$ cat config.mk
export PLATFORM = sky130hd
export DESIGN_NAME = video_src_ctrl
export DESIGN_NICKNAME = d
export VERILOG_FILES = /design/src/rtl/video_src_ctrl.sv
export SDC_FILE = /design/constraint.sdc
export NUM_CORES = 1
export LEC_CHECK = 0
export BUFFER_PORTS_ARGS = -buffer_cell sky130_fd_sc_hd__buf_2
export CELL_PAD_IN_SITES_DETAIL_PLACEMENT = 2
export CELL_PAD_IN_SITES_GLOBAL_PLACEMENT = 2
export CORE_ASPECT_RATIO = 1.4
export CORE_MARGIN = 5
export CORE_UTILIZATION = 33
export CTS_CLUSTER_SIZE = 14
export DETAILED_ROUTE_END_ITERATION = 6
export PLACE_DENSITY = 0.84
export SYNTH_ARGS = -nofsm -noshare
export SYNTH_HDL_FRONTEND = slang
export SYNTH_SLANG_ARGS = --single-unit
$ cat constraint.sdc
create_clock -name pclk -period 4.1 [get_ports pclk]
set_input_delay 0.82 -clock pclk [delete_from_list [all_inputs] [get_ports pclk]]
set_output_delay 0.82 -clock pclk [all_outputs]
set_load 0.02 [all_outputs]
$ cat src/rtl/video_src_ctrl.sv
// video_src_ctrl: selects core video once its vsync is locked, otherwise the noise generator.
// Define VIDSRC_FADE_EN to fade the noise colour in after a loss of lock.
module video_src_ctrl #(
  parameter int LOCK_FRAMES = 3,
  parameter int MIN_FRAME = 100000,
  parameter int MAX_FRAME = 400000
) (
  input  logic       pclk,
  input  logic       reset_n,
  input  logic       white_noise,
  input  logic       core_hs,
  input  logic       core_vs,
  input  logic [5:0] core_r,
  input  logic [5:0] core_g,
  input  logic [5:0] core_b,
  input  logic       noise_hs,
  input  logic       noise_vs,
  input  logic [5:0] noise_r,
  input  logic [5:0] noise_g,
  input  logic [5:0] noise_b,
  output logic       noise_en,
  output logic       hs,
  output logic       vs,
  output logic [5:0] r,
  output logic [5:0] g,
  output logic [5:0] b,
  output logic       locked
);
  localparam logic [19:0] SAT = 20'(MAX_FRAME + 1);
  localparam logic [19:0] MINF = 20'(MIN_FRAME);
  localparam logic [19:0] MAXF = 20'(MAX_FRAME);
  localparam logic [7:0] LAST = 8'(LOCK_FRAMES - 1);
  typedef enum logic {NOSIG, LOCKED} state_t;
  state_t state, nxt;
  logic core_vs_d, rise, valid, lost;
  logic [19:0] cnt;
  logic [7:0] good_cnt;
  logic [5:0] nr, ng, nb;
  assign rise = core_vs & ~core_vs_d;
  assign valid = rise && cnt >= MINF && cnt <= MAXF;
  // a saturated counter wins over a coincident rise
  assign lost = cnt == SAT || (rise && cnt < MINF);
  always_comb
    nxt = state == LOCKED ? (lost ? NOSIG : LOCKED) : (valid && good_cnt == LAST ? LOCKED : NOSIG);
`ifdef VIDSRC_FADE_EN
  logic noise_vs_d;
  logic [2:0] atten;
  always_ff @(posedge pclk)
    if (!reset_n) begin
      noise_vs_d <= 1'b0;
      atten <= 3'd0;
    end else begin
      noise_vs_d <= noise_vs;
      if (state == LOCKED && nxt == NOSIG) atten <= 3'd5;
      else if (noise_vs && !noise_vs_d && atten != 3'd0) atten <= atten - 3'd1;
    end
  assign nr = noise_r >> atten;
  assign ng = noise_g >> atten;
  assign nb = noise_b >> atten;
`else
  assign nr = noise_r;
  assign ng = noise_g;
  assign nb = noise_b;
`endif
  always_ff @(posedge pclk)
    if (!reset_n) begin
      state <= NOSIG;
      core_vs_d <= 1'b0;
      cnt <= SAT;
      good_cnt <= 8'd0;
      locked <= 1'b0;
      noise_en <= 1'b0;
      hs <= 1'b0;
      vs <= 1'b0;
      r <= 6'd0;
      g <= 6'd0;
      b <= 6'd0;
    end else begin
      core_vs_d <= core_vs;
      cnt <= rise ? 20'd1 : (cnt == SAT ? SAT : cnt + 20'd1);
      state <= nxt;
      good_cnt <= (nxt != state || (rise && !valid)) ? 8'd0 : good_cnt + 8'(valid && state == NOSIG);
      // source switches together with the lock decision so core video starts on a vsync
      locked <= nxt == LOCKED;
      noise_en <= nxt == NOSIG && white_noise;
      hs <= nxt == LOCKED ? core_hs : noise_hs;
      vs <= nxt == LOCKED ? core_vs : noise_vs;
      r <= nxt == LOCKED ? core_r : (white_noise ? nr : 6'd0);
      g <= nxt == LOCKED ? core_g : (white_noise ? ng : 6'd0);
      b <= nxt == LOCKED ? core_b : (white_noise ? nb : 6'd0);
    end
endmodule

======== Word level (Yosys, flattened, before mapping) ========
Index checks and enable logic that the tools add are counted.
word-level totals
  flip-flop bits (word level) ............. 51
  input bits .............................. 43
  output and inout bits ................... 22
  word-level logic and storage cells ...... 49
operators by class
  $add $sub $neg .......................... 2
  $lt $le $gt $ge ......................... 3
  eq/ne operators ......................... 3
  mux-type cells .......................... 13
  bitwise logic cells ..................... 5
  reduce and logical (&&, ||, !) cells .... 12
operator list
  operator                 count
  $mux W19                 2
  $mux W6                  6
  $add A20 B1 Y20 const B  1
  $eq A20 B19 Y1 const B   1
  $ge A20 B17 Y1 const B   1
  $le A20 B19 Y1 const B   1
  $lt A20 B17 Y1 const B   1
  $add A8 B1 Y8            1
  $eq A8 B2 Y1 const B     1
  $logic_and A1 B1 Y1      7
  $mux W1                  5
  $not A1 Y1               4
  $reduce_or A3 Y1         1
  $logic_or A1 B1 Y1       2
  $reduce_or A2 Y1         1
  $and A1 B1 Y1            1
  $logic_not A1 Y1         1
  $ne A1 B1 Y1             1

======== Longest topological paths before layout ========
  depth after elaboration ................. 10
  gate-level depth with buffers ........... 11
  depth with buffers taken out ............ 10

======== Worst setup path after synthesis ========
OpenSTA, ideal clock, no wires.
  path type ............................... register -> register
  start ................................... register cnt[16]
  end ..................................... register good_cnt[4]
  library setup time ...................... 0.079 ns
  data arrival time ....................... 2.319 ns
  data required time ...................... 4.021 ns
  setup slack ............................. 1.702 ns
  stages on the path, launching flop included .. 11
  buffers on the path ..................... 0
  period minus slack after synthesis ...... 2.398 ns
  cells stage by stage .................... dfxtp_1 > or4_4 > nor4_4 > nand3_2 > a21oi_2 > and2_1 > ha_1 > ha_1 > nand3_1 > xor2_1 > nor3_1
on the way
  longest elaborated chain between the ends .. 9
  elaborated cells on any way between the ends .. 19
  those cells by class .................... add/sub (1); order compare (3); eq/ne (2); mux (3); reduce/logical (10)
ends and longest elaborated chain
  item                                                                    RTL line  text
  start: declaration                                                      36        logic [19:0] cnt;
  start signal: assignment                                                80        cnt <= rise ? 20'd1 : (cnt == SAT ? SAT : cnt + 20'd1);
  parallel branches: the longest is 9 deep, another holds $ge A20 B17 Y1  n/a
  end signal: assignment                                                  82        good_cnt <= (nxt != state || (rise && !valid)) ? 8'd0 : good_cnt + 8'(valid && state == NOSIG);
  end: declaration                                                        37        logic [7:0] good_cnt;
Several ways; the timed one is not identified.
A chain may end at the register's enable or synchronous reset.

======== Worst setup path in the final report ========
  start ................................... register cnt[16]
  end ..................................... register good_cnt[6]
The elaborated chain is that of the path after synthesis.

==> summary.md <==
| Metric | Value |
|---|---|
| Outcome | finished clean |
| Cell Count, Final, Fillers Out | 416 |
| Flop-to-flop setup slack | 1400 ps |
| Ys flop type | dfxtp_1 |
| Post-synthesis cell count | 260 |
| Core box area | 6982 sq um |
| Total power | 999.1 uW |
| Setup Buffers After CTS | 0 |
| Max-slew violations | 0 |
| Die span in x | 81.64 um |
| Hold path start | cnt[0] |
| Maxcap violations | 0 |
| Slew Limit Headroom | 51.55% |
| Post-synthesis register bit count | 51 |
| Number of remaining DRC errors | 0 |
| Worst r2r path cells | 10 |
| Clk_lat worst skew | 310 ps |
| Proportion of layout cells with a drive suffix above 1 | 25.86% |
| Tightest Pin Transition | 706.6 ps |
| Final setup fails | 0 |
| Worst EP required | 4260 ps |
| Synth Cell Area | 2371 sq um |
| Detail Route Antenna Nets | 0 |
| Final period util | 65.97% |
| CTS Hold Bufs | 0 |
| DP Wirelength | 4890 um |
| Die area | 9004 sq um |
| Power per Cell Area | 355.5 nW/um^2 |
| Die H | 110.3 um |
| Placed cell count | 408 |
| Syn Area/Cell | 9.119 sq um |
| Hold Fails Final Rpt | 0 |
| Met1 usage | 16.18% |
| GRT Max-Usage Layer | met2 |
| Vias | 2116 |
| Place WS | 1431 ps |
| Clock slew at reported path FFs | 100 ps |
| Worst setup SP type | flip-flop |
| Achievable Freq | 369.7 MHz |
| Root buffer cell | clkbuf_8 |
| Hold depth | 1 |
| Met3 global-route usage | 5.610% |
| Final Util | 40.25% |
| Io pins | 65 |
| Vias in the first global route | 2282 |
| P&R area growth vs syn | 18.52% |
| Routed len/inst | 15.59 um |
| Syn. warnings | 0 |
| Drt total wl | 6486 um |
| Net Count, Synth | 308 |
| Worst R2R End | good_cnt[6] |
| Yosys cell types | 39 |
| Initial core utilization | 33.96% |
| IO Port Bufs | 64 |
| Number of DRC markers in iteration 0 | 54 |
| Pre-antenna DRT Iters | 2 |
| Cts bufs inserted | 5 |
| CTS Sinks | 51 |
| GRT Resource Usage Total | 15.36% |
| Final WS setup | 1395 ps |
| WP data arrival | 2860 ps |
| First-pass GRT wire length | 10790 um |
| RSZ-0062 raised after global routing | false |
| Sequential share of the synthesized area | 43.06% |
| Clock skew | 19.77 ps |
| Number of flops mapped to enable cells by yosys | 0 |
| H-tree level count | 2 |
| P_leak | 1.173 nW |
| CTS tree | yes |
| Largest net degree at the start of global routing | 45 |
| Peak VDD IR | 0.1823 mV |
| Most frequent cells in the layout | 64 x buf_2, 51 x dfxtp_1, 34 x nand3_1 |
| Total gr overflow | 0 |
| Final Critical Period | 2705 ps |
| Initial antenna violation count | 0 |
| Fraction of registers with async set/reset | 0% |
| Placer's final routability congestion estimate | 0.7509 |
| Met2 Use GR | 28.09% |
| # resized after CTS | 0 |
| Fin nets | 368 |
| CP max FO | 4 |
| Standard-cell rows | 36 |
| Crit end category | flip-flop |
| Setup CP Type | flip-flop to flip-flop |
| Most common cell after layout, fill and taps aside | buf_2 |
| WHS Endpoint | cnt[0] |
| Antenna fix cells | 0 |
| Hold Path Class | flip-flop to flip-flop |
| Via density | 5.087 |
| Worst r2r src | cnt[16] |
| Max Root-Sink Buffers | 2 |
| Setup TNS | 0 ps |
stage by stage:
step	cell area [sq um]	hold WS (ps)
floorplan	2371	413.7
global placement	2714	440.7
detailed placement	2714	445.5
CTS	2810	473.5
global route	2810	491.6
finish	2810	462.9
registers in the layout, indices dropped and copies added, names as in the netlist:
register / flops
b: 6
cnt: 20
core_vs_d: 1
g: 6
good_cnt: 8
hs: 1
noise_en: 1
r: 6
state: 1
vs: 1
cells in the mapped netlist, types with 3 or more instances:
library cell | n | share of area (%)
nand3_1 | 34 | 7.2
dlygate4sd3_1 | 5 | 2.1
ha_1 | 5 | 2.6
and3_1 | 4 | 1.1
buf_6 | 3 | 1.4
nand4_1 | 3 | 0.79
xnor2_1 | 8 | 3.0
nand2b_1 | 4 | 1.1
dfxtp_1 | 51 | 43
xor2_1 | 15 | 5.5
nand2_1 | 31 | 4.9
inv_1 | 7 | 1.1
and2_1 | 3 | 0.79
nor2_1 | 22 | 3.5
mux2i_1 | 21 | 8.9
a21oi_1 | 7 | 1.5
nor3_1 | 8 | 1.7
routing by layer:
| metal | routed length [um] | vias to the layer above | part of all wire [%] |
|---|---|---|---|
| li1 | - | 1005 | - |
| met1 | 2529 | 1046 | 39 |
| met2 | 3373 | 59 | 52 |
| met3 | 495 | 6 | 7.6 |
| met4 | 87 | 0 | 1.3 |
| met5 | 0 | - | 0 |
worst max-delay path by stage:
stage	start	endpoint	slack, ps
2_1_floorplan	cnt[16]	good_cnt[4]	1700
3_3_place_gp	cnt[16]	good_cnt[4]	1580
3_5_place_dp	cnt[16]	good_cnt[6]	1430
4_1_cts	cnt[15]	good_cnt[6]	1390
5_1_grt	cnt[15]	good_cnt[6]	1170
6_report	cnt[16]	good_cnt[6]	1400
final cells by class:
cell class	instances	area, sq um
clock buffers	5	68.82
repair buffers	65	327.8
flip-flops and latches	51	1021
inverters	7	26.28
well taps	95	118.9
fillers	796	4172
clock inverters	3	27.53
multi-input cells	190	1220
cell families after synthesis:
family / Yosys count / synth area share [%]
AO/OA/AOI/OAI: 17 / 4.802
XOR/XNOR: 23 / 8.496
adder cells (fa/ha/maj): 5 / 2.639
buffers and inverters: 19 / 5.488
AND/OR/NAND/NOR: 124 / 26.65
flip-flops: 51 / 43.06
multiplexers: 21 / 8.865
worst max-delay path, stage by stage, from the launching register on:
cell and delay, ps:
dfxtp_1 370, or4_4 570, nor4_4 330, nand3_2 150
a21oi_2 200, and2_1 150, ha_1 210, ha_1 220
nand3_1 120, xor2_1 180, nor3_1 60
report_power, final:
group,internal (mW),switching (mW),total (mW)
combinational,0.0612,0.0874,0.149
sequential,0.519,0.0190,0.538
clock,0.126,0.187,0.312
total,0.706,0.293,0.999
Power figures use the tool's default switching activity.
